<file path="src/rtl/add.sv">
// add -- registered unsigned adder with a valid strobe.
//
// Adds two WIDTH-bit unsigned operands. The WIDTH+1-bit result is
// registered, so the carry-out is kept in the MSB. The latency is fixed
// at one cycle, and a new pair can be accepted on every cycle.
//
// Ports:
//   clk        rising-edge clock for all state
//   rst_n      asynchronous, active-low reset; clears sum and out_valid
//   in_valid   the operand pair on a/b is valid this cycle
//   a, b       unsigned operands, WIDTH bits each
//   sum        registered a + b, WIDTH+1 bits; sum[WIDTH] is the carry-out
//   out_valid  sum was updated on the most recent rising edge
//
// Parameters:
//   WIDTH      operand width, legal range 1..32 (default 4)

module add #(
  parameter int WIDTH = 4
) (
  input  logic             clk,
  input  logic             rst_n,
  input  logic             in_valid,
  input  logic [WIDTH-1:0] a,
  input  logic [WIDTH-1:0] b,
  output logic [WIDTH:0]   sum,
  output logic             out_valid
);

  // Zero-extend both operands before adding, so the carry lands in
  // bit WIDTH and is not lost to truncation.
  logic [WIDTH:0] sum_next;

  assign sum_next = {1'b0, a} + {1'b0, b};

  // sum only loads on a valid cycle. While in_valid is low, the operand
  // inputs (even X or Z) never reach the register.
  // NOTE: registers are written with non-blocking assignments, so every
  // flop samples its inputs before any of them updates on the edge.
  always_ff @(posedge clk or negedge rst_n) begin
    if (!rst_n) begin
      sum       <= '0;
      out_valid <= 1'b0;
    end else begin
      out_valid <= in_valid;
      if (in_valid) begin
        sum <= sum_next;
      end
    end
  end

endmodule

</file>
<file path="config.mk">
export PLATFORM = sky130hd
export DESIGN_NAME = add
export DESIGN_NICKNAME = d
export VERILOG_FILES = /design/src/rtl/add.sv
export SDC_FILE = /design/constraint.sdc
export NUM_CORES = 1
export LEC_CHECK = 0
export ABC_CLOCK_PERIOD_IN_PS = 1500
export CAP_MARGIN = 20
export CORE_AREA = 2 2 39 41
export CTS_CLUSTER_SIZE = 8
export DETAILED_ROUTE_END_ITERATION = 10
export DIE_AREA = 0 0 41 43
export HOLD_SLACK_MARGIN = 0.06
export SYNTH_ARGS = -nofsm -noshare
export SYNTH_HDL_FRONTEND = slang
export SYNTH_SLANG_ARGS = --single-unit
</file>
<file path="constraint.sdc">
create_clock -name clk -period 1.5 [get_ports clk]
set_clock_uncertainty 0.15 [all_clocks]
set_input_delay 0.15 -clock clk [delete_from_list [all_inputs] [get_ports clk]]
set_output_delay 0.15 -clock clk [all_outputs]
set_load 0.02 [all_outputs]
</file>
==> flow_metrics.tcl, run 1 <==
set metrics [dict create \
    antenna_found_initial 0 \
    design.die.area_sq_um 1760 \
    grt-ovfl-total 0 \
    gp_congestion 0.736 \
    p_total_mw 0.558 \
    critPathKind "flip-flop to output port" \
    slew_viol_final 0 \
    dpl.hpwl_microns 632 \
    slowest_delay_ns 0.59 \
    ys_async_sr_fraction_pct 100 \
    synth.yosys.seq_area_share_pct 40.5 \
    syn-instance-count 33 \
    grtUsageTotal_pct 10.9 \
    portBuffers 16 \
    drcViolationCount 0 \
    initial_utilization_pct 26.8 \
    grt_pass1_wl_microns 1220 \
    cts_max_level 1 \
    vias 319 \
    clk_latency_ns 0.24 \
    cp-start-kind "flip-flop" \
    rsz0062_at_grt "false" \
    power_density_nw_per_um2 868 \
    cts_root_buf "clkbuf_4" \
    r2r_slack_ns 0.35 \
    synth_top_area_cell "dfrtp_1" \
    die_width_microns 41 \
    drive_gt1_share_pct 29.3 \
    yosysWarningCount 0 \
    max_slew_margin_pct 80.9 \
    cts_buffer_depth 2 \
    grt_max_degree 7 \
    syn2layout_area_growth_pct 73.6 \
    worstSetupEndpointType "output port" \
    grt_pass1_vias 319 \
    synth_top_area_share_pct 40.5 \
    cts.clk_slew.worst_paths_ns 0.05 \
    synth_flop_cell "dfrtp_1" \
    setup_viol 0 \
    drt-total-wl_microns 808 \
    die_y_microns 43 \
    first_iter_violations 6 \
    path_buf_inv 1 \
    wl_per_cell_microns 10.9 \
    yosysUniqueCellTypes 19 \
    hold_ws_ns 0.238 \
    first_pass_iters 3 \
    post_cts_buffers 0 \
    yosys_register_bits 6 \
    arrival_ns 1.15 \
    placeableCoreArea_sq_um 1380 \
    numCtsBuffers 3 \
    synth_edf_count 0 \
    max_cap_violations 0 \
    path_max_fanout 1 \
    synthTopCellsByCount "dfrtp_1 (6), inv_1 (6), ha_1 (4)" \
    tns_ns 0 \
    worstPathRequired_ns 1.20 \
    cts_tree "done" \
    max_freq_ghz 0.688 \
    cp_slowest_cell "clkdlybuf4s50_1" \
    rows 14 \
    syn_nets 49 \
    final.min_clock_period_ns 1.45 \
    postRouteAntennaNets 0 \
    outcome "completed" \
    worst_path_dominant_cell_family "buffers and inverters" \
    ios 17 \
    viasPerCell 4.31 \
    cts.sinks 6 \
    max-vdd-ir-drop_v 0.000358 \
    syn_area_sq_um 370 \
    filler_cell_count 142 \
    hold_path.class "input port to flip-flop" \
    fin_nets 76 \
    yosys-top-cells-area "dfrtp_1 (41%), ha_1 (14%), inv_1 (6.1%)" \
    avgSynthCellArea_sq_um 11.2 \
    path_cells "clkdlybuf4s50_1" \
    final_hold_viol_count 0 \
    p_leak_nw 0.332 \
    antennaDiodeCount 0 \
    fin_crit_sh_pct 96.8 \
    tightest_slew_ns 0.285 \
]
[layout make-up]
| class | instances | area (sq um) | share of cell area, % |
|---|---|---|---|
| well taps | 16 | 20.0 | 3.11 |
| repair buffers | 23 | 219 | 34.0 |
| clock buffers | 3 | 22.5 | 3.50 |
| multi-input cells | 20 | 209 | 32.5 |
| flip-flops and latches | 6 | 150 | 23.3 |
| inverters | 6 | 22.5 | 3.50 |
[where the power goes]
| group | total (mW) | internal, mW | switching (mW) |
|---|---|---|---|
| Combinational | 0.208 | 0.115 | 0.0925 |
| Sequential | 0.199 | 0.188 | 0.0115 |
| Clock | 0.151 | 0.0907 | 0.0605 |
[logic make-up (layout without fill, tap and decap cells)]
logic type               count (synthesis)  in the layout  synth area share (%)
buffers and inverters                    7             32                  9.12
flip-flops                               6              6                  40.5
AND/OR/NAND/NOR                          6              6                  11.5
adder cells (fa/ha/maj)                  5              5                  18.9
AO/OA/AOI/OAI                            5              5                  8.78
multiplexers                             3              3                  8.78
XOR/XNOR                                 1              1                  2.37
[final timing paths]
| kind | from | endpoint | depth (start not counted) |
|---|---|---|---|
| max in group asynchronous | rst_n | out_valid | 2 |
| min in group asynchronous | rst_n | sum[1] | 2 |
| worst max-delay path | out_valid | out_valid | 1 |
| worst max register to register | sum[3] | sum[3] | 3 |
| worst min register to register | sum[0] | sum[0] | 1 |
| worst min-delay path | a[0] | sum[0] | 3 |
[tightest hold or removal path: stages]
cell and delay, ns:
dlygate4sd2_1 0.20, ha_2 0.14, mux2_1 0.11
[metrics by stage]
| stage | util [%] | setup WS, ns | instance area (sq um) | instances |
|---|---|---|---|---|
| global route | 46.5 | 0.00986 | 643 | 74 |
| global placement | 42.2 | -0.392 | 584 | 70 |
| floorplan | - | 0.131 | 370 | 33 |
| detailed placement | 42.2 | -0.405 | 584 | 70 |
| finish | 46.5 | 0.0473 | 643 | 74 |
| CTS | 45.3 | 0.00277 | 627 | 74 |
[layout by cell type, fill, tap and decap left out]
cell,instances
xnor2_2,1
dfrtp_1,6
buf_4,6
dlygate4sd3_1,1
mux2i_1,1
a311oi_2,1
nand3_1,1
o211ai_1,1
ha_2,1
inv_2,3
o21ai_0,1
mux2_1,1
mux2_4,1
dlymetal6s2s_1,4
ha_1,3
fa_2,1
inv_1,3
clkdlybuf4s50_1,7
a31oi_1,1
and4bb_1,1
a21oi_1,1
dlygate4sd2_1,5
nor2b_1,2
nor2_1,1
nand4b_1,1
clkbuf_4,3
[metal layers]
metal	routed length [microns]	vias up	part of all wire [%]	GRT usage, %
met3	72	0	8.9	4.71
li1	-	166	-	-
met2	348	11	43	14.7
met5	0	-	0	0
met1	387	142	48	13.1
met4	0	0	0	8.00
[flip-flops by register name, indices dropped and copies added (netlist names)]
name       flops
out_valid      1
sum            5
[what timing repair did]
item | in CTS | in global routing
hold endpoints to repair | 6 | 0
pin swaps | 3 | 1
endpoints found under the setup margin | 4 | 5
hold buffers | 1 | 0
gates resized for setup | 11 | 6
No activity file was read; power rests on OpenSTA's default activity.
==> run 2, diff against run 1 <==
Settings changed: ABC_CLOCK_PERIOD_IN_PS 1500 to 1700, GPL_ROUTABILITY_DRIVEN set to 0.
Clock period 1.5 ns to 1.7 ns, I/O delays scaled along.
==> run 2 against run 1 <==
Effect of this change: hold slack improved by 0.10 ns; register-to-register slack improved by 0.21 ns; sequential power is 12% lower; sequential share of layout area is 1.5 points higher; cell count fell by 2.7%; total power shrank 13%; combinational power fell by 14%; global-route usage rose by 1.2 points; count of clock-buffer cells in the layout unchanged; wire length is 0.99% lower; worst setup slack improved by 0.038 ns.
==> flow_metrics.tcl, run 2 (synthesis gave the netlist of run 1 again) <==
set metrics [dict create \
    cts_buffer_depth 2 \
    placeableCoreArea_sq_um 1380 \
    grt_pass1_vias 316 \
    rows 14 \
    portBuffers 16 \
    die_width_microns 41 \
    setup_viol 0 \
    p_int_mw 0.346 \
    die_y_microns 43 \
    grt_pass1_wl_microns 1320 \
    syn2layout_area_growth_pct 63.2 \
    power_density_nw_per_um2 808 \
    critPathKind "input port to flip-flop" \
    top_regs "sum (5), out_valid (1)" \
    wl_per_cell_microns 11.1 \
    cp_slowest_cell "clkdlybuf4s50_1" \
    numCtsBuffers 3 \
    worst_slack_ns 0.0851 \
    slew_viol_final 0 \
    antennaDiodeCount 0 \
    pwr-share-clk_pct 27.4 \
    max_freq_ghz 0.619 \
    mostFrequentLayoutCells "clkdlybuf4s50_1 (16), inv_1 (6), dfrtp_1 (6), ha_1 (4), buf_4 (4)" \
    antenna_found_initial 0 \
    outcome "completed" \
    initial_utilization_pct 26.8 \
    cts_tree "done" \
    regMostFlops "sum" \
    clk_latency_ns 0.24 \
    fin_crit_sh_pct 95.0 \
    tightest_slew_ns 0.303 \
    path_max_fanout 2 \
    place_ws_ns -0.216 \
    viasPerCell 4.43 \
    slowest_delay_ns 0.46 \
    first_pass_iters 2 \
    final_util_pct 43.7 \
    instances_no_fill 72 \
    p_sw_mw 0.142 \
    cts_root_buf "clkbuf_4" \
    max_slew_margin_pct 79.7 \
    arrival_ns 1.59 \
    grtUsageTotal_pct 12.1 \
    p_leak_nw 0.271 \
    first_iter_violations 2 \
    drive_gt1_share_pct 16.1 \
    worst_path_dominant_cell_family "buffers and inverters" \
    vias 319 \
    final.min_clock_period_ns 1.61 \
    swShare_pct 29.1 \
    worstSetupEndpointType "flip-flop" \
    power_frac_seq_pct 36.1 \
    cts.clk_slew.worst_paths_ns 0.05 \
    hold_path.class "flip-flop to flip-flop" \
    grt_max_degree 7 \
    layout_commonest_cell "clkdlybuf4s50_1" \
    drt-total-wl_microns 800 \
    p_total_mw 0.488 \
    design.die.area_sq_um 1760 \
    cp-start-kind "input port" \
    largest_register_ffs 5 \
    max_cap_violations 0 \
    path_buf_inv 2 \
    ios 17 \
    fin_nets 74 \
    cts_max_level 1 \
    postRouteAntennaNets 0 \
    grt-ovfl-total 0 \
    path_cells "clkdlybuf4s50_1 -> ha_1 -> inv_1 -> fa_2 -> xnor2_1 -> mux2_2" \
    place_inst 68 \
    worstPathRequired_ns 1.67 \
    drcViolationCount 0 \
    hold_ws_ns 0.338 \
    cts.sinks 6 \
    final_hold_viol_count 0 \
    combPwrFrac_pct 36.5 \
    rsz0062_at_grt "false" \
    max-vdd-ir-drop_v 0.000334 \
    dpl.hpwl_microns 634 \
]
## run 2: metal layers
metal | up-vias | track usage [%] | part of all wire, %
met3 | 0 | 7.85 | 8.5
met4 | 0 | 8.00 | 0
met5 | - | 0 | 0
met1 | 144 | 15.0 | 48
met2 | 13 | 14.7 | 44
li1 | 162 | - | -
## run 2: what timing repair did
| action | 4_1_cts | 5_1_grt |
|---|---|---|
| hold endpoints to repair | 6 | 0 |
| resized for setup | 0 | 1 |
| setup endpoints to repair | 0 | 1 |
| hold buffers | 1 | 0 |
| buffers inserted | 0 | 0 |
## run 2: layout make-up
class / instances / area, sq um
Multi-Input combinational cell: 20 / 189
Inverter: 6 / 22.5
Tap cell: 16 / 20.0
Timing Repair Buffer: 21 / 200
Sequential cell: 6 / 150
Clock buffer: 3 / 22.5
Fill cell: 150 / 779
## run 2: worst paths after layout
kind	startpoint	to	slack (ns)	depth (start not counted)
min in group asynchronous	rst_n	sum[0]	0.57	2
worst max-delay path	b[0]	sum[2]	0.09	6
worst min-delay path	sum[0]	sum[0]	0.34	1
worst max register to register	sum[3]	sum[3]	0.56	3
worst min register to register	sum[0]	sum[0]	0.34	1
max in group asynchronous	rst_n	out_valid	0.59	2
## run 2: power groups by stage
stage / clock network [mW] / registers (mW) / logic, mW
global route: 0.164 / 0.179 / 0.194
CTS: 0.146 / 0.176 / 0.180
detailed placement: 0 / 0.178 / 0.177
finish: 0.134 / 0.176 / 0.178
floorplan: 0 / 0.207 / 0.0555
global placement: 0 / 0.179 / 0.174
## run 2: through the flow
stage                     cell area (sq um)  TNS (ns)
after floorplan                         370         0
after global placement                  569    -0.385
after detailed placement                569    -0.399
after CTS                               602         0
after global routing                    604         0
final                                   604         0
